<file path="src/rtl/wall_collision_scanner.sv">
// Snapshots wall and player positions on start, then tests one wall per
// clock for bounding-box overlap and publishes hit, lowest index and mask.
module wall_collision_scanner #(
    parameter int WALL_NUM = 10,
    parameter int COORD_W  = 11,
    parameter int WALL_W   = 32,
    parameter int WALL_H   = 32,
    parameter int PLAYER_W = 16,
    parameter int PLAYER_H = 16,
    parameter int IDX_W    = 4
) (
    input  logic                        pixel_clk,
    input  logic                        reset,
    input  logic                        start,
    input  logic [WALL_NUM*COORD_W-1:0] wall_x_flat,
    input  logic [WALL_NUM*COORD_W-1:0] wall_y_flat,
    input  logic [WALL_NUM-1:0]         wall_valid,
    input  logic [COORD_W-1:0]          player_x,
    input  logic [COORD_W-1:0]          player_y,
    output logic                        busy,
    output logic                        done,
    output logic                        hit,
    output logic [IDX_W-1:0]            hit_index,
    output logic [WALL_NUM-1:0]         hit_mask
);

    localparam int EXT_W  = COORD_W + 1;
    localparam int FLAT_W = WALL_NUM * COORD_W;

    localparam logic [IDX_W-1:0] LAST_IDX = IDX_W'(WALL_NUM - 1);

    localparam logic [EXT_W-1:0] WALL_W_E   = EXT_W'(WALL_W);
    localparam logic [EXT_W-1:0] WALL_H_E   = EXT_W'(WALL_H);
    localparam logic [EXT_W-1:0] PLAYER_W_E = EXT_W'(PLAYER_W);
    localparam logic [EXT_W-1:0] PLAYER_H_E = EXT_W'(PLAYER_H);

    typedef enum logic [1:0] {
        IDLE = 2'd0,
        SCAN = 2'd1,
        DONE = 2'd2
    } state_t;

    state_t state_q, state_d;

    logic [IDX_W-1:0]    idx_q, idx_d;
    logic [WALL_NUM-1:0] mask_q, mask_d;

    logic [FLAT_W-1:0]   wx_q, wx_d;
    logic [FLAT_W-1:0]   wy_q, wy_d;
    logic [WALL_NUM-1:0] valid_q, valid_d;
    logic [COORD_W-1:0]  px_q, px_d;
    logic [COORD_W-1:0]  py_q, py_d;

    logic                hit_q, hit_d;
    logic [IDX_W-1:0]    hit_index_q, hit_index_d;
    logic [WALL_NUM-1:0] hit_mask_q, hit_mask_d;

    logic [COORD_W-1:0] cur_wx;
    logic [COORD_W-1:0] cur_wy;
    logic               cur_valid;

    logic [EXT_W-1:0] wx_e;
    logic [EXT_W-1:0] wy_e;
    logic [EXT_W-1:0] px_e;
    logic [EXT_W-1:0] py_e;
    logic             overlap;

    function automatic logic [IDX_W-1:0] lowest_set(
        input logic [WALL_NUM-1:0] m
    );
        logic [IDX_W-1:0] r;
        r = '0;
        for (int k = WALL_NUM - 1; k >= 0; k--) begin
            if (m[k]) begin
                r = IDX_W'(k);
            end
        end
        return r;
    endfunction

    // Select the snapshot entry for the wall under test.
    always_comb begin
        cur_wx    = '0;
        cur_wy    = '0;
        cur_valid = 1'b0;
        for (int k = 0; k < WALL_NUM; k++) begin
            if (idx_q == IDX_W'(k)) begin
                cur_wx    = wx_q[k*COORD_W +: COORD_W];
                cur_wy    = wy_q[k*COORD_W +: COORD_W];
                cur_valid = valid_q[k];
            end
        end
    end

    // One extra bit keeps every sum from wrapping; strict compares
    // make touching edges a miss.
    always_comb begin
        wx_e = EXT_W'(cur_wx);
        wy_e = EXT_W'(cur_wy);
        px_e = EXT_W'(px_q);
        py_e = EXT_W'(py_q);
        overlap = cur_valid
               && (px_e < wx_e + WALL_W_E)
               && (wx_e < px_e + PLAYER_W_E)
               && (py_e < wy_e + WALL_H_E)
               && (wy_e < py_e + PLAYER_H_E);
    end

    always_comb begin
        state_d     = state_q;
        idx_d       = idx_q;
        mask_d      = mask_q;
        wx_d        = wx_q;
        wy_d        = wy_q;
        valid_d     = valid_q;
        px_d        = px_q;
        py_d        = py_q;
        hit_d       = hit_q;
        hit_index_d = hit_index_q;
        hit_mask_d  = hit_mask_q;

        unique case (state_q)
            IDLE: begin
                if (start) begin
                    state_d = SCAN;
                    idx_d   = '0;
                    mask_d  = '0;
                    wx_d    = wall_x_flat;
                    wy_d    = wall_y_flat;
                    valid_d = wall_valid;
                    px_d    = player_x;
                    py_d    = player_y;
                end
            end
            SCAN: begin
                mask_d = mask_q | (WALL_NUM'(overlap) << idx_q);
                idx_d  = idx_q + 1'b1;
                if (idx_q == LAST_IDX) begin
                    state_d     = DONE;
                    idx_d       = '0;
                    hit_mask_d  = mask_d;
                    hit_d       = |mask_d;
                    hit_index_d = lowest_set(mask_d);
                end
            end
            DONE: begin
                state_d = IDLE;
            end
            default: begin
                state_d = IDLE;
            end
        endcase
    end

    always_ff @(posedge pixel_clk) begin
        if (reset) begin
            state_q     <= IDLE;
            idx_q       <= '0;
            mask_q      <= '0;
            wx_q        <= '0;
            wy_q        <= '0;
            valid_q     <= '0;
            px_q        <= '0;
            py_q        <= '0;
            hit_q       <= 1'b0;
            hit_index_q <= '0;
            hit_mask_q  <= '0;
        end else begin
            state_q     <= state_d;
            idx_q       <= idx_d;
            mask_q      <= mask_d;
            wx_q        <= wx_d;
            wy_q        <= wy_d;
            valid_q     <= valid_d;
            px_q        <= px_d;
            py_q        <= py_d;
            hit_q       <= hit_d;
            hit_index_q <= hit_index_d;
            hit_mask_q  <= hit_mask_d;
        end
    end

    assign busy      = (state_q != IDLE);
    assign done      = (state_q == DONE);
    assign hit       = hit_q;
    assign hit_index = hit_index_q;
    assign hit_mask  = hit_mask_q;

endmodule

</file>
<file path="config.mk">
export PLATFORM = sky130hd
export DESIGN_NAME = wall_collision_scanner
export DESIGN_NICKNAME = d
export VERILOG_FILES = /design/src/rtl/wall_collision_scanner.sv
export SDC_FILE = /design/constraint.sdc
export NUM_CORES = 1
export LEC_CHECK = 0
export BUFFER_PORTS_ARGS = -buffer_cell sky130_fd_sc_hd__buf_2
export CELL_PAD_IN_SITES_DETAIL_PLACEMENT = 0
export CELL_PAD_IN_SITES_GLOBAL_PLACEMENT = 2
export CORE_MARGIN = 1.5
export CORE_UTILIZATION = 30
export CTS_CLUSTER_DIAMETER = 50
export CTS_CLUSTER_SIZE = 24
export DETAILED_ROUTE_END_ITERATION = 16
export HOLD_SLACK_MARGIN = 0.03
export PLACE_DENSITY = 0.78
export SLEW_MARGIN = 20
export SYNTH_ARGS = -nofsm -noshare
export SYNTH_HDL_FRONTEND = slang
export SYNTH_SLANG_ARGS = --single-unit
</file>
<file path="constraint.sdc">
create_clock -name pixel_clk -period 8.95 [get_ports pixel_clk]
set_input_delay 1.79 -clock pixel_clk [delete_from_list [all_inputs] [get_ports pixel_clk]]
set_output_delay 1.79 -clock pixel_clk [all_outputs]
set_load 0.05 [all_outputs]
</file>
==> results of run 1 <==
-- cells by family (layout without fill, tap and decap cells) --
logic type | count (synthesis) | count (layout) | synth area share, %
compound gates | 462 | 462 | 20.74
xor+xnor | 18 | 18 | 1.174
fa+ha+maj | 44 | 44 | 4.100
buf+inv | 156 | 385 | 5.004
flops | 283 | 283 | 42.19
mux | 48 | 48 | 4.491
simple gates | 720 | 720 | 22.30
-- per-layer routing --
layer | part of all wire (%) | vias to the layer above
met4 | 2.4 | 0
met5 | 0 | -
met1 | 48 | 6061
met3 | 4.8 | 76
met2 | 45 | 314
li1 | - | 6340
-- how the worst min path moves through the flow --
stage	startpoint	cells past startpoint	endpoint	slack, ns
3_5_place_dp	wy_q[0]	2	wy_q[0]	0.44
4_1_cts	wy_q[0]	2	wy_q[0]	0.45
6_report	wy_q[0]	2	wy_q[0]	0.45
5_1_grt	wy_q[31]	2	wy_q[31]	0.47
2_1_floorplan	valid_q[1]	2	valid_q[1]	0.43
3_3_place_gp	wx_q[53]	2	wx_q[53]	0.44
-- power by group --
group	internal, W	switching (W)
clock	0.000829	0.000646
combinational	0.000165	0.000260
sequential	0.00133	0.0000549
total	0.00232	0.000961
-- stage by stage --
stage	utilization (%)	worst slack, ns	instance area [um^2]	cells
floorplan	-	4.285	13430	1731
global placement	34.22	3.305	15130	2484
detailed placement	34.22	3.172	15130	2484
CTS	36.96	3.147	16340	2550
global route	37.08	2.643	16400	2552
finish	37.08	3.073	16400	2552
-- flip-flops by register name, indices dropped and copies added, names as in the netlist, 2 cells and up --
register,cells
py_q,11
px_q,11
wy_q,110
wx_q,110
state_q,2
hit_index,4
mask_q,10
idx_q,4
valid_q,10
hit_mask,10
-- layout make-up --
type	count	area, um^2
Clock inverter	24	259.0
Inverter	30	112.6
Timing Repair Buffer	289	1553
Sequential cell	283	5674
Clock buffer	42	953.4
Tap cell	592	740.7
Multi-Input combinational cell	1292	7106
Fill cell	4743	27820
-- cells in the mapped netlist (4+ instances only) --
master / number / area [um^2]
nand2_1: 559 / 2098
a21oi_1: 307 / 1536
dfxtp_1: 283 / 5665
clkbuf_1: 101 / 379.1
nor2_1: 48 / 180.2
ha_1: 44 / 550.5
mux2i_1: 31 / 310.3
inv_1: 28 / 105.1
o21ai_0: 27 / 135.1
nand3_1: 26 / 130.1
a22oi_1: 20 / 150.1
nor3_1: 19 / 95.09
a211oi_1: 14 / 105.1
nand2b_1: 13 / 81.33
and3_1: 12 / 75.07
buf_2: 12 / 60.06
nor2b_1: 10 / 62.56
o221ai_1: 10 / 87.58
xnor2_1: 10 / 87.58
mux4_2: 9 / 202.7
a21o_1: 8 / 60.06
a31oi_1: 8 / 50.05
xor2_1: 8 / 70.07
buf_6: 7 / 78.83
mux2_2: 7 / 78.83
nand4_1: 6 / 37.54
o21a_1: 6 / 45.04
o21ai_1: 5 / 25.02
o22ai_1: 5 / 31.28
a222oi_1: 4 / 40.04
and2_1: 4 / 25.02
buf_4: 4 / 30.03
-- worst max-delay path: cells and delay by family, from the launching register on --
kind / cells / cell delay [ns]
compound gates: 10 / 2.28
fa+ha+maj: 2 / 0.51
buf+inv: 2 / 0.46
flops: 1 / 0.47
xor+xnor: 1 / 0.19
simple gates: 6 / 1.77
==> metrics.md, run 1 <==
| Metric | Value |
|---|---|
| Crit path cell chain | buf_4, nor2_1, a21oi_1, o221ai_1, nand2_1, nand3_1, ha_1, inv_1, a2111oi_4, xnor2_1, ha_1, nand2_1, a21oi_1, a2111oi_0, o2bb2ai_1, a21oi_2, a21boi_2, and3_1, and2_4, a2111oi_0, a221oi_1 |
| Final Skew | about 0.023 ns |
| Seq/Total Area, Yosys | 42.19% |
| Syn Inst Count | 1731 |
| Final Critical Period | between 5 and 6 ns |
| Resized cells post-CTS | 0 |
| # rows | 77 |
| Post-CTS Hold Fix Bufs | 0 |
| Power Total | 0.003285 W |
| Worst r2r dst | hit_index[0] |
| Least-Margin Pin Slew | about 1.1 ns |
| M2 GR Usage | between 30% and 40% |
| Synthesis Warnings | 0 |
| Worst reg2reg path startpoint | idx_q[0] |
| DR vias/cell | 5.012 |
| Initial antenna violation count | 0 |
| Top Ports | 272 |
| R2r setup slk | 3.07 ns |
| Slew headroom | between 20% and 30% |
| Routed wire length per instance | 19.41 um |
| Commonest non-fill, non-tap cell in the layout | nand2_1 |
| #FFs+latches synth | about 280 |
| Final Max Tran Viols | 0 |
| Static leakage | 6.566 nW |
| Worst setup EP type | register |
| Layout cells sized above 1 | ~20% |
| Mapped cell area | ~0.013 mm^2 |
| Max-cap violations | 0 |
| Final hold violation count | 0 |
| Final GP Congestion | 0.8499 |
| Max VDD drop | approximately 0.11 mV |
| Clk Latency, worst-skew pair | 0.57 ns |
| Netlist cell types | ~90 |
| Worst hold slack | 0.4491 ns |
| Clock Tree Buf Depth | 3 |
| CP arrival | 6.34 ns |
| H-Tree Level Count | 2 |
| IO buf count | roughly 270 |
| DRT Wirelength | between 40 and 50 mm |
| Drt pass-1 iters | 5 |
| Crit Path Category | register to register |
| Met1 usage | 29.46% |
| Die H | 214.6 um |
| Clk slew on worst S/H paths | 0.07 ns |
| DR iter-0 viols | 955 |
| Initial Utilization | 30.37% |
| RSZ-0062 raised after global routing | no |
| Outcome | finished clean |
| Nets@finish | 2231 |
| Power Density | 200.3 mW/mm^2 |
| TritonCTS clock tree | built |
| Worst Setup EP | hit_index[0] |
| Post-CTS Setup Inserts | 0 |
| Via Count | approximately 13000 |
| CP max FO | 38 |
| Final number of setup-violating endpoints | 0 |
| Clk root buf | clkbuf_16 |
| GR Util All Layers | about a fifth |
| Worst setup SP type | register |
| Dpl hpwl | 36.12 mm |
| Critical path origin | idx_q[0] |
| First-pass GRT wire length | 74.62 mm |
| CP max-delay cell | nor2_1 |
| Syn_area_per_cell | ~7.8 um^2 |
| Met3 Track Usage GR | 3.759% |
| Critical Path RT | ~9.4 ns |
| Remaining DRCs | 0 |
| Die Area | 0.04604 mm^2 |
| Setup_tns | 0 ns |
| Antenna Violating Nets Remaining | 0 |
| Top_reg_cell synth | dfxtp_1 |
| Area growth syn-to-layout | 22.12% |
| Pin count of the biggest net entering global routing | 255 |
| Number of synthesized flops with an enable pin | 0 |
| Vias in the first global route | ~13000 |
| Hold Path Class | register to register |
| Overflow left after global routing | 0 |
| Tcrit/Tclk final | 65.67% |
| Synth async-reset ratio | 0% |
| Max frequency | 0.1702 GHz |
| Core area | between 0.04 and 0.05 mm^2 |
| Diodes inserted | 0 |
| Reg2Reg Depth | 21 |
| Gr busiest metal | met2 |
| CP max stage delay | 0.81 ns |
| Syn Nets | 2030 |
| Most frequent cells in the layout | nand2_1 (558), a21oi_1 (307), dfxtp_1 (280) |
| Clock Sinks | 283 |
| Total CTS buffers | 36 |
| Die Wd | approximately 210 um |
Power figures use the tool's default switching activity.
==> run 2: changes to the inputs <==
Settings changed: ABC_AREA set to 1, CORE_UTILIZATION 30 to 27, PLACE_DENSITY 0.78 to 0.77.
Clock period 8.95 ns to 5.09 ns, I/O delays scaled along.
==> run 2 against run 1 <==
Against the previous run: setup slack got worse by 2.5 ns; global-route usage fell by 1.7 points; synthesized cell count rose by 6.8%; first-iteration DRC count fell by 16%; combinational power rose by 110%; clock-buffer cell count fell by 1; clock power rose by 75%; register-to-register slack got worse by 2.5 ns; critical path depth rose by 13; largest cell class unchanged.
==> metrics.md, run 2 <==
| Metric | Value |
|---|---|
| Most frequent cells in the layout | nor2_1 (484), dfxtp_1 (279), o21ai_0 (278) |
| H-Tree Level Count | 2 |
| CP max FO | 14 |
| Area growth syn-to-layout | 23.70% |
| DRT Wirelength | 48.47 mm |
| Post-CTS Hold Fix Bufs | 0 |
| RSZ-0062 raised after global routing | no |
| Syn_area_per_cell | 7.020 um^2 |
| Final GP Congestion | ~0.84 |
| Netlist cell types | 45 |
| Overflow left after global routing | 0 |
| Final number of setup-violating endpoints | 0 |
| Worst setup EP type | register |
| Max-cap violations | 0 |
| DR iter-0 viols | about 800 |
| Clock Sinks | 283 |
| Placed cell areas | 0.01483 mm^2 |
| Seq/Total Area, Yosys | between 40 and 50% |
| Die Wd | 222.2 um |
| Post-synth top cells | nor2_1 (486), dfxtp_1 (283), o21ai_0 (279) |
| Final Critical Period | around 4.5 ns |
| Critical Path RT | 5.52 ns |
| Top cell type by total area after synthesis | dfxtp_1 |
| Vias in the first global route | 12541 |
| Die Area | 0.04937 mm^2 |
| Layout cells sized above 1 | roughly a fifth |
| Commonest non-fill, non-tap cell in the layout | nor2_1 |
| Post-CTS Setup Inserts | 0 |
| Antenna Violating Nets Remaining | 0 |
| Top post-synthesis cells by area | dfxtp_1 (44%), nor2_1 (14%), o21ai_0 (11%) |
| Syn Nets | 2147 |
| Core area | 0.04755 mm^2 |
| Hold path startpoint | wx_q[22] |
| Max frequency | 0.2210 GHz |
| Slew headroom | about 32% |
| Final Max Tran Viols | 0 |
| Mapped cell area | 0.01297 mm^2 |
| CP max stage delay | 0.58 ns |
| Resized cells post-CTS | 0 |
| Dpl hpwl | roughly 36 mm |
| Routed wire length per instance | 17.91 um |
| Least-Margin Pin Slew | slightly above 1 ns |
| Top_reg_cell synth | dfxtp_1 |
| Crit path max-delay family | simple AND/OR/NAND/NOR gates |
| Setup_tns | 0 ns |
| Clk slew on worst S/H paths | 0.06 ns |
| GR Util All Layers | 19.32% |
| Power Density | 371.7 mW/mm^2 |
| Crit Path Category | register to register |
| Max VDD drop | 0.1821 mV |
| Critical path origin | idx_q[2] |
| Die H | 222.2 um |
| Hold Path Class | register to register |
| Remaining DRCs | 0 |
| Crit-path most repeated cell | nand2_1 |
| R2r setup slk | roughly 0.56 ns |
| Top Ports | 272 |
| Share of the synthesized area in the top cell type | 43.67% |
| DR vias/cell | 4.640 |
| IO buf count | 271 |
| # rows | 80 |
| Pin count of the biggest net entering global routing | 137 |
| First-pass GRT wire length | 73.19 mm |
| Worst reg2reg path startpoint | idx_q[2] |
| Diodes inserted | 0 |
| Final Skew | 0.02938 ns |
| Tcrit/Tclk final | 88.90% |
| Clk Latency, worst-skew pair | 0.56 ns |
| Clock Tree Buf Depth | 3 |
| Final hold violation count | 0 |
| Via Count | 12555 |
| Static leakage | 7.266 nW |
| Clk root buf | clkbuf_16 |
| Worst setup SP type | register |
| Drt pass-1 iters | 6 |
| Initial Utilization | 27.28% |
| Nets@finish | 2364 |
| #FFs+latches synth | roughly 280 |
| Fin area | 0.01605 mm^2 |
| Synth async-reset ratio | 0% |
| CP max-delay cell | nor2_2 |
| Initial antenna violation count | 0 |
| Most frequent cell after synthesis | nor2_1 |
| CP arrival | slightly below 5 ns |
| Number of synthesized flops with an enable pin | 0 |
| Synthesis Warnings | 0 |
| Total CTS buffers | 36 |
| Syn Inst Count | 1848 |
| Biggest regs | wx_q (110), wy_q (110) |
| TritonCTS clock tree | built |
| Buf+Inv Stages, Crit Path | 4 |
| Outcome | finished clean |
## run 2: changes by cell type after synthesis, moves of 12 or more
cell / delta
nor2_1: +438
nand2_1: -316
o21ai_0: +252
a21oi_1: -213
inv_1: +88
mux2i_1: -31
nand3_1: +23
a22oi_1: -17
nand2b_1: -13
nand4_1: +13
and3_1: -12
## run 2: per-stage QoR
step                hold slack, ns  cells  worst slack, ns  utilization, %  total power (W)
finish                      0.4615   2706           0.5650           33.75         0.005965
global route                0.4890   2706          0.04257           33.75         0.006273
CTS                         0.4593   2706           0.3231           33.72         0.006051
detailed placement          0.4499   2642           0.3700           31.20         0.003434
global placement            0.4450   2642           0.3454           31.20         0.003421
floorplan                   0.4242   1848            1.324               -         0.003066
## run 2: layout make-up
type	count	area [um^2]
clock buffers	41	949.7
clock inverters	23	251.5
fillers	5141	31500
inverters	130	503.0
multi-input cells	1328	6409
flip-flops and latches	283	5670
well taps	615	769.5
repair buffers	286	1494
## run 2: kinds of logic (layout without fill, tap and decap cells)
| kind of cell | after synthesis | after routing | share of synthesized area [%] |
|---|---|---|---|
| and+or+nand+nor | 836 | 836 | 26.04 |
| AOI/OAI and AO/OA | 431 | 431 | 17.87 |
| DFF | 283 | 283 | 43.67 |
| buffers and inverters | 237 | 480 | 7.022 |
| adders and majority gates | 44 | 44 | 4.244 |
| xor gates and xnor gates | 17 | 17 | 1.148 |
## run 2: worst min-delay path: stages (launching register included)
cell	delay, ns
dfxtp_1	0.30
inv_1	0.06
a21oi_1	0.06
## run 2: worst paths after layout
| check | end | depth (start not counted) |
|---|---|---|
| min | wx_q[22] | 2 |
| min reg2reg | wx_q[22] | 2 |
| max reg2reg | hit_index[0] | 34 |
| max | hit_index[0] | 34 |
## run 2: routing by layer
metal	part of all wire [%]	vias up	GRT usage [%]	routed length, um
met1	47	5803	25.60	22690
met2	47	244	32.39	22790
met3	3.8	61	3.068	1823
met5	0	-	0	0
met4	2.4	0	5.391	1157
li1	-	6447	-	-
## run 2: power breakdown
group	total, W	internal, W	switching, W
Clock	0.00259	0.00149	0.00110
Sequential	0.00250	0.00239	0.000113
Combinational	0.000874	0.000319	0.000555
